File: config.mk
export PLATFORM = sky130hd
export DESIGN_NAME = seg_display_arbiter
export DESIGN_NICKNAME = d
export VERILOG_FILES = /design/src/rtl/seg_display_arbiter.sv
export SDC_FILE = /design/constraint.sdc
export NUM_CORES = 1
export LEC_CHECK = 0
export ABC_AREA = 1
export CORE_ASPECT_RATIO = 1.25
export CORE_MARGIN = 2
export CORE_UTILIZATION = 30
export CTS_CLUSTER_SIZE = 40
export DETAILED_ROUTE_END_ITERATION = 6
export PLACE_DENSITY = 0.6
export SYNTH_ARGS = -nofsm -noshare
export SYNTH_HDL_FRONTEND = slang
export SYNTH_SLANG_ARGS = --single-unit
File: constraint.sdc
create_clock -name clk -period 5.9 [get_ports clk]
set_input_delay 0.59 -clock clk [delete_from_list [all_inputs] [get_ports clk]]
set_output_delay 0.59 -clock clk [all_outputs]
set_load 0.005 [all_outputs]
File: src/rtl/seg_display_arbiter.sv
// seg_display_arbiter: round-robin owner of the 4-digit 7-seg scanner.
// Optional: SEG_ARB_BLANK_LEADING_ZERO_EN enables leading-zero blanking.
module seg_display_arbiter #(
    parameter int N_REQ       = 3,
    parameter int SCAN_DIV    = 100000,
    parameter int HOLD_FRAMES = 64
) (
    input  logic                 clk,
    input  logic                 reset,
    input  logic [N_REQ-1:0]     req,
    input  logic [16*N_REQ-1:0]  data_flat,
    output logic [N_REQ-1:0]     gnt,
    output logic [15:0]          disp_value,
    output logic                 scan_tick,
    output logic [1:0]           digit_sel,
    output logic                 frame_done,
    output logic [3:0]           blank,
    output logic                 busy
);

    localparam int IW = $clog2(N_REQ);
    localparam int CW = $clog2(SCAN_DIV);
    localparam int FW = (HOLD_FRAMES > 1) ? $clog2(HOLD_FRAMES) : 1;

    typedef enum logic [1:0] {
        IDLE   = 2'd0,
        OWN    = 2'd1,
        SWITCH = 2'd2
    } state_t;

    state_t           state_q;
    logic [CW-1:0]    div_q;
    logic [1:0]       digit_q;
    logic [FW-1:0]    frame_cnt_q;
    logic [IW-1:0]    rr_last_q;
    logic [N_REQ-1:0] gnt_q;
    logic [15:0]      disp_q;

    logic             pick_vld;
    logic [IW-1:0]    pick_idx;
    logic [15:0]      pick_data;
    logic [15:0]      owner_data;
    logic             owner_req;
    logic             others_req;
    logic             hold_done;
    logic [N_REQ-1:0] pick_onehot;

    assign scan_tick  = (div_q == CW'(SCAN_DIV - 1));
    assign frame_done = scan_tick && (digit_q == 2'd3);
    assign digit_sel  = digit_q;
    assign gnt        = gnt_q;
    assign disp_value = disp_q;
    assign busy       = (state_q == OWN) || (state_q == SWITCH);

    // Free-running digit divider and digit index, independent of the FSM
    always_ff @(posedge clk or posedge reset) begin
        if (reset) begin
            div_q   <= '0;
            digit_q <= 2'd0;
        end else if (scan_tick) begin
            div_q   <= '0;
            digit_q <= digit_q + 2'd1;
        end else begin
            div_q   <= div_q + CW'(1);
        end
    end

    // Round-robin search starting just after the last winner
    always_comb begin
        int idx;
        pick_vld = 1'b0;
        pick_idx = '0;
        idx      = 0;
        for (int k = 1; k <= N_REQ; k++) begin
            idx = (int'(rr_last_q) + k) % N_REQ;
            if (!pick_vld && req[idx]) begin
                pick_vld = 1'b1;
                pick_idx = idx[IW-1:0];
            end
        end
    end

    assign pick_data   = data_flat[16*int'(pick_idx) +: 16];
    assign owner_data  = data_flat[16*int'(rr_last_q) +: 16];
    assign owner_req   = req[rr_last_q];
    assign others_req  = |(req & ~gnt_q);
    assign hold_done   = (frame_cnt_q == FW'(HOLD_FRAMES - 1));
    assign pick_onehot = {{(N_REQ-1){1'b0}}, 1'b1} << pick_idx;

    // Ownership FSM; grant and displayed value are registered here
    always_ff @(posedge clk or posedge reset) begin
        if (reset) begin
            state_q     <= IDLE;
            gnt_q       <= '0;
            disp_q      <= 16'h0000;
            frame_cnt_q <= '0;
            rr_last_q   <= IW'(N_REQ - 1);
        end else begin
            unique case (state_q)
                IDLE, SWITCH: begin
                    gnt_q <= '0;
                    if (pick_vld) begin
                        state_q     <= OWN;
                        gnt_q       <= pick_onehot;
                        disp_q      <= pick_data;
                        frame_cnt_q <= '0;
                        rr_last_q   <= pick_idx;
                    end else begin
                        state_q <= IDLE;
                        disp_q  <= 16'h0000;
                    end
                end
                OWN: begin
                    if (frame_done) begin
                        disp_q <= owner_data;
                        if (!hold_done)
                            frame_cnt_q <= frame_cnt_q + FW'(1);
                        if (!owner_req || (hold_done && others_req)) begin
                            state_q <= SWITCH;
                            gnt_q   <= '0;
                        end
                    end
                end
                default: begin
                    state_q <= IDLE;
                    gnt_q   <= '0;
                    disp_q  <= 16'h0000;
                end
            endcase
        end
    end

`ifdef SEG_ARB_BLANK_LEADING_ZERO_EN
    // Blank each upper digit whose nibble and all higher nibbles are zero
    always_comb begin
        blank    = 4'b0000;
        blank[3] = (disp_q[15:12] == 4'h0);
        blank[2] = blank[3] && (disp_q[11:8] == 4'h0);
        blank[1] = blank[2] && (disp_q[7:4] == 4'h0);
    end
`else
    assign blank = 4'b0000;
`endif

endmodule

==> flow_summary_export.csv, run 1 <==
group,metric,value,unit
sta,setup-violations-final,0,
global_route,grt_overflow_total,0,
worst_setup_path,critical-path-max-stage-delay,0.67,ns
place,dp_hpwl,7.85,mm
synth,synth_commonest_cells,"nand2_1, inv_1, nand3_1",
synth,yosysUniqueCellTypes,37,
clock_network,postCtsSetupBuffers,0,
routing,antenna_left,0,
synth,yosysWarnings,0,
synth,ys_seq_elements,48,
sta,min_period,3.47,ns
worst_setup_path,required_worst_endpoint,6.09,ns
synth,synth.yosys.seq_area_share,34.2,%
synth,post-synth-top-count-cell,"nand2_1",
sta,hold_violations,0,
synth,netlist_area,3520,um2
cells_and_area,antenna_cells,0,
sta,max-slew-margin-rel,16.7,%
routing,number_of_remaining_drc_errors,0,
routing,wl_per_cell,14.5,um
synth,synth-main-ff-cell,"dfrtp_1",
clock_network,cts_num_sinks,48,
floorplan,initial_cell_density_of_the_core,30.6,%
floorplan,total_die_area,12600,um2
cells_and_area,fraction_of_final_layout_cells_sized_beyond_drive_strength_1,4.33,%
min_path,hold_path_class,"reg2reg",
worst_setup_path,startpoint_type,"flop",
worst_setup_path,critical_path_cell_by_cell,"inv_1 > ha_1 > inv_2 > nand2_2 > nand3_1 > nand2_2 > nand4_2 > nand2_4 > nand2_1 > nand3_1 > nand3_1 > nand2_1 > nand2_1",
sta,tightestPinTransition,1.25,ns
global_route,grt_first_pass_wirelength,17.5,mm
cells_and_area,finalInstanceArea,4510,um2
clock_network,tritoncts_clock_tree,"yes",
routing,first_pass_iters,4,
sta,min_period_over_period,58.7,%
routing,drt-total-wl,10.7,mm
place,post_dp_cell_area,4350,um2
sta,skew,0.00793,ns
worst_setup_path,crit_path_end_kind,"flop",
synth,synthTopCellsByArea,"dfrtp_1, nand2_1, nand3_1, inv_1, o21ai_0",
floorplan,chipHeight,125,um
global_route,number_of_antenna_violations_at_the_first_check_in_global_routing,0,
synth,async_reset_ff_share,100,%
synth,synth_area_leader,"dfrtp_1",
power_and_ir_drop,power.density_cell_area,488,nW/um2
power_and_ir_drop,vdd_drop_max,173,uV
run,cap_violations,0,
sta,setup_tns,0,ns
clock_network,clk-insertion-delay-late,0.29,ns
floorplan,row_count,44,
power_and_ir_drop,power_leakage,2.21,nW
clock_network,count_of_instances_resized_after_the_clock_tree_is_built,0,
floorplan,core,11500,um2
global_route,grt_usage,17.1,%
routing,detail_route.iter0.violations,199,
synth,synth_top_cell_area_share,33.4,%
clock_network,cts.root.buffer_cell,"clkbuf_16",
worst_setup_path,worstPathArrival,3.65,ns
synth,syn_inst,534,
global_route,grt_start_max_net_pins,49,
routing,detail_route.vias_per_cell,4.98,
cells_and_area,finalCoreUtilization,39.2,%
synth,avgSynthCellArea,6.59,um2
worst_setup_path,largest_fanout_on_the_critical_path,24,
place,gpl.final_weighted_congestion,0.904,
outcome,result_of_the_run,"complete, no violations",
clock_network,post_cts_hold_buffer_count,0,
clock_network,clkSlewWorstSetupHoldPaths,0.07,ns
sta,max_freq,289,MHz
routing,route.vias.total,3678,
clock_network,cts_max_path_buffers,2,
floorplan,die-width,101,um
cells_and_area,areaGrowthSynthToFinish,28.2,%
clock_network,tritoncts.num_buffers,5,
clock_network,cts.htree.levels,2,
worst_setup_path,critical_path_class,"reg2reg",
sta,unrepaired_setup_endpoints_after_global_routing,"false",
place,io_buffer_count,76,
worst_setup_path,critical-path-slowest-cell,"dfrtp_1",
cells_and_area,num-nets-final,664,
floorplan,design.portCount,81,
global_route,vias_in_the_first_global_route,3535,
sta,timing_max_transition_violations_final,0,
synth,synth_edf_count,0,
==> cells in the final DEF (no fill, tap or decap), types with 6 or more instances in the layout <==
| master | Yosys | routed |
|---|---|---|
| nand2_1 | 165 | 165 |
| clkdlybuf4s50_1 | 0 | 76 |
| inv_1 | 63 | 62 |
| nand3_1 | 57 | 57 |
| nor2_1 | 49 | 49 |
| dfrtp_1 | 47 | 47 |
| o21ai_0 | 40 | 40 |
| a21oi_1 | 20 | 20 |
| nand3b_1 | 12 | 12 |
| ha_1 | 11 | 11 |
| nand4_1 | 7 | 7 |
| nand2_2 | 6 | 6 |
| nor3_1 | 6 | 6 |
==> kinds of logic after synthesis <==
logic type / after synthesis / synth area share, %
buffers and inverters: 87 / 10.4
DFF: 48 / 34.2
and+or+nand+nor: 312 / 39.3
AOI/OAI and AO/OA: 70 / 10.8
xor gates and xnor gates: 5 / 1.25
other: 1 / 0.107
adders and majority gates: 11 / 3.91
==> per-stage QoR <==
| step | cells | setup slack [ns] | total power (W) | hold WS, ns |
|---|---|---|---|---|
| floorplan | 537 | 3.51 | 0.00149 | 0.433 |
| global placement | 731 | 2.58 | 0.00187 | 0.446 |
| detailed placement | 731 | 2.52 | 0.00188 | 0.467 |
| CTS | 739 | 2.49 | 0.00222 | 0.490 |
| global route | 739 | 2.14 | 0.00242 | 0.502 |
| finish | 739 | 2.43 | 0.00220 | 0.481 |
==> critical path, delay by kind of cell (launching register included) <==
kind,cells,cell delay (ns)
simple gates,10,1.55
fa+ha+maj,1,0.56
flops,1,0.67
buf+inv,2,0.58
==> where the power goes <==
part	internal [W]	switching (W)	leakage, nW
Combinational	0.000484	0.000898	1.50
Sequential	0.000418	0.0000756	0.625
Clock	0.000200	0.000125	0.0808
==> sequential cells by signal, indices dropped and copies added, names as in the netlist <==
register     cells
gnt              3
digit_sel        2
state_q          2
rr_last_q        2
frame_cnt_q      6
div_q           17
disp_value      16
==> metal layers <==
layer | GRT usage [%] | vias to the layer above | share of wire (%)
met2 | 28.7 | 122 | 48
li1 | - | 1843 | -
met4 | 4.83 | 0 | 1.6
met3 | 3.35 | 12 | 7.0
met5 | 0 | - | 0
met1 | 22.1 | 1701 | 44
==> layout make-up <==
type                    instances  area (um2)
clock inverters                 2        35.0
flip-flops and latches         48        1200
multi-input cells             402        1960
clock buffers                   6         129
fillers                      1185        7000
well taps                     138         173
repair buffers                 76         761
inverters                      67         251
==> path summary, 6_finish.rpt <==
kind / slack, ns / endpoint / cells past startpoint / from
setup / recovery: 2.43 / disp_value[9] / 13 / rr_last_q[0]
hold / removal: 0.48 / div_q[0] / 1 / div_q[0]
setup reg to reg: 2.43 / disp_value[9] / 13 / rr_last_q[0]
hold reg to reg: 0.48 / div_q[0] / 1 / div_q[0]
max in group asynchronous: 4.38 / frame_cnt_q[4] / 2 / reset
min in group asynchronous: 0.86 / disp_value[1] / 2 / reset
Note: power is estimated with default switching activity, not from simulation.
==> inputs of run 2 (changes only) <==
--- a/config.mk
+++ b/config.mk
@@ -11,7 +11,7 @@
 export CORE_UTILIZATION = 30
 export CTS_CLUSTER_SIZE = 40
 export DETAILED_ROUTE_END_ITERATION = 6
-export PLACE_DENSITY = 0.6
+export PLACE_DENSITY = 0.62
 export SYNTH_ARGS = -nofsm -noshare
 export SYNTH_HDL_FRONTEND = slang
 export SYNTH_SLANG_ARGS = --single-unit
==> constraint.sdc (replaced) <==
create_clock -name clk -period 3 [get_ports clk]
set_input_delay 0.3 -clock clk [delete_from_list [all_inputs] [get_ports clk]]
set_output_delay 0.3 -clock clk [all_outputs]
set_load 0.005 [all_outputs]
==> run 2 against run 1 <==
  * Sequential share of layout area down 0.24 points
  * Register-to-register slack worse by 2.0 ns
  * Clock skew up 0.0024 ns
  * Critical path depth up 1
  * Clock power up 85%
  * Worst setup slack worse by 2.0 ns
  * Final area up 0.92%
  * Fmax up 35%
  * Sequential cell count unchanged
  * Sequential power up 91%
  * Critical path type unchanged
  * Largest power group unchanged
==> flow_summary_export.csv, run 2 (same netlist as run 1, synthesis figures left out) <==
group,metric,value,unit
power_and_ir_drop,vdd_drop_max,357,uV
clock_network,count_of_instances_resized_after_the_clock_tree_is_built,0,
routing,first_pass_iters,6,
clock_network,clkSlewWorstSetupHoldPaths,0.08,ns
clock_network,cts_max_path_buffers,2,
cells_and_area,num-fill-cells,1163,
clock_network,postCtsSetupBuffers,0,
clock_network,cts_num_sinks,48,
clock_network,cts.htree.levels,2,
sta,setup-violations-final,0,
place,gpl.final_weighted_congestion,0.901,
sta,min_period,2.56,ns
place,dp_worst_setup_slack,0.497,ns
place,dp_hpwl,8.05,mm
run,cap_violations,0,
floorplan,core,11500,um2
worst_setup_path,critical_path_cell_by_cell,"ha_1 > inv_2 > nand2_2 > nand3_1 > nand2_2 > nand2_1 > nand2_1 > nand2_2 > nand2_4 > nand2_1 > nand3_1 > nand2_1 > nand2_1 > nand2_1",
sta,skew,0.0103,ns
worst_setup_path,required_worst_endpoint,3.23,ns
cells_and_area,largest_reg_flops,17,
worst_setup_path,timing.rr.start,"rr_last_q[1]",
routing,detail_route.vias_per_cell,5.06,
place,io_buffer_count,76,
worst_setup_path,ff2ff_setup_slack,0.44,ns
clock_network,tritoncts_clock_tree,"yes",
worst_setup_path,worstReg2RegEnd,"disp_value[14]",
routing,drt-total-wl,10.9,mm
cells_and_area,ff_latch_area,1200,um2
global_route,grt_usage,18.0,%
clock_network,cts.root.buffer_cell,"clkbuf_16",
global_route,groute.layer.met2.usage,31.6,%
cells_and_area,multi_input_area,1960,um2
floorplan,design.portCount,81,
cells_and_area,mostFrequentLayoutCell,"nand2_1",
min_path,hold_path_class,"reg2reg",
sta,hold-worst-slack,0.461,ns
cells_and_area,areaGrowthSynthToFinish,29.4,%
power_and_ir_drop,power.density_cell_area,955,nW/um2
power_and_ir_drop,power_leakage,2.24,nW
cells_and_area,finalCoreUtilization,39.6,%
sta,min_period_over_period,85.4,%
sta,max_freq,391,MHz
sta,tightestPinTransition,0.631,ns
global_route,grt_overflow_total,0,
place,post_dp_cell_area,4400,um2
worst_setup_path,crit_path_end_kind,"flop",
sta,setup_tns,0,ns
global_route,grt_util_met3,4.81,%
routing,route.vias.total,3773,
global_route,grt_util_met1,20.6,%
min_path,worst_hold_startpoint,"div_q[0]",
worst_setup_path,critical-path-max-stage-delay,0.63,ns
clock_network,post_cts_hold_buffer_count,0,
cells_and_area,finalInstanceArea,4550,um2
worst_setup_path,startpoint_type,"flop",
global_route,grt_first_pass_wirelength,18.3,mm
cells_and_area,regMostFlops,"div_q",
clock_network,tritoncts.num_buffers,5,
min_path,hold_path_depth,1,
clock_network,clk-insertion-delay-late,0.30,ns
outcome,result_of_the_run,"complete, no violations",
worst_setup_path,worst_path_most_repeated_cell,"nand2_1",
worst_setup_path,critical-path-slowest-cell,"dfstp_2",
sta,max-slew-margin-rel,57.9,%
routing,detail_route.iter0.violations,209,
routing,number_of_remaining_drc_errors,0,
cells_and_area,antenna_cells,0,
sta,finalWorstSetupSlack,0.439,ns
routing,wl_per_cell,14.6,um
min_path,hold_end,"div_q[0]",
worst_setup_path,worstPathArrival,2.79,ns
worst_setup_path,worst-r2r-cell-count,14,
sta,timing_max_transition_violations_final,0,
routing,antenna_left,0,
worst_setup_path,critical_path_class,"reg2reg",
cells_and_area,fraction_of_final_layout_cells_sized_beyond_drive_strength_1,5.59,%
floorplan,initial_cell_density_of_the_core,30.6,%
floorplan,row_count,44,
global_route,grt_busiest_layer,"met2",
global_route,vias_in_the_first_global_route,3870,
sta,hold_violations,0,
floorplan,die-width,101,um
worst_setup_path,largest_fanout_on_the_critical_path,18,
global_route,grt_start_max_net_pins,49,
floorplan,chipHeight,125,um
sta,unrepaired_setup_endpoints_after_global_routing,"false",
cells_and_area,num-nets-final,671,
global_route,number_of_antenna_violations_at_the_first_check_in_global_routing,0,
floorplan,total_die_area,12600,um2
cells_and_area,layout_common_cells,"nand2_1, clkdlybuf4s50_1, inv_1",
## run 2: stage by stage
| step | power (W) | std cells |
|---|---|---|
| detailed placement | 0.00376 | 738 |
| CTS | 0.00437 | 746 |
| floorplan | 0.00292 | 537 |
| global placement | 0.00369 | 738 |
| finish | 0.00435 | 746 |
| global route | 0.00478 | 746 |
## run 2: cell type report
type | count | share of cell area (%)
inverter | 67 | 5.53
multi-input combinational | 402 | 43.0
clock inverter | 2 | 0.302
tap | 138 | 3.79
clock buffer | 6 | 3.05
timing repair buffer | 83 | 17.9
sequential | 48 | 26.4
## run 2: routing by layer
| metal | vias up | wire, um |
|---|---|---|
| met5 | - | 0 |
| met4 | 0 | 289 |
| met3 | 21 | 862 |
| met2 | 145 | 5350 |
| met1 | 1750 | 4400 |
| li1 | 1857 | - |
## run 2: power breakdown
part           internal [W]  switching (W)
clock              0.000334       0.000267
combinational      0.000991        0.00181
sequential         0.000822       0.000123
## run 2: critical path, delay by kind of cell (launching register included)
kind / cells / cell delay (ns)
and+or+nand+nor: 12 / 1.37
DFF: 1 / 0.63
buffers and inverters: 1 / 0.12
adders and majority gates: 1 / 0.35
## run 2: worst max path at each step
stage / end / cells past startpoint / slack [ns] / startpoint
after floorplan: disp_value[0] / 16 / 0.61 / rr_last_q[0]
after global placement: disp_value[4] / 14 / 0.54 / rr_last_q[1]
after detailed placement: disp_value[14] / 14 / 0.50 / rr_last_q[1]
after CTS: disp_value[14] / 14 / 0.47 / rr_last_q[1]
after global routing: disp_value[10] / 15 / 0.23 / rr_last_q[0]
final: disp_value[14] / 14 / 0.44 / rr_last_q[1]
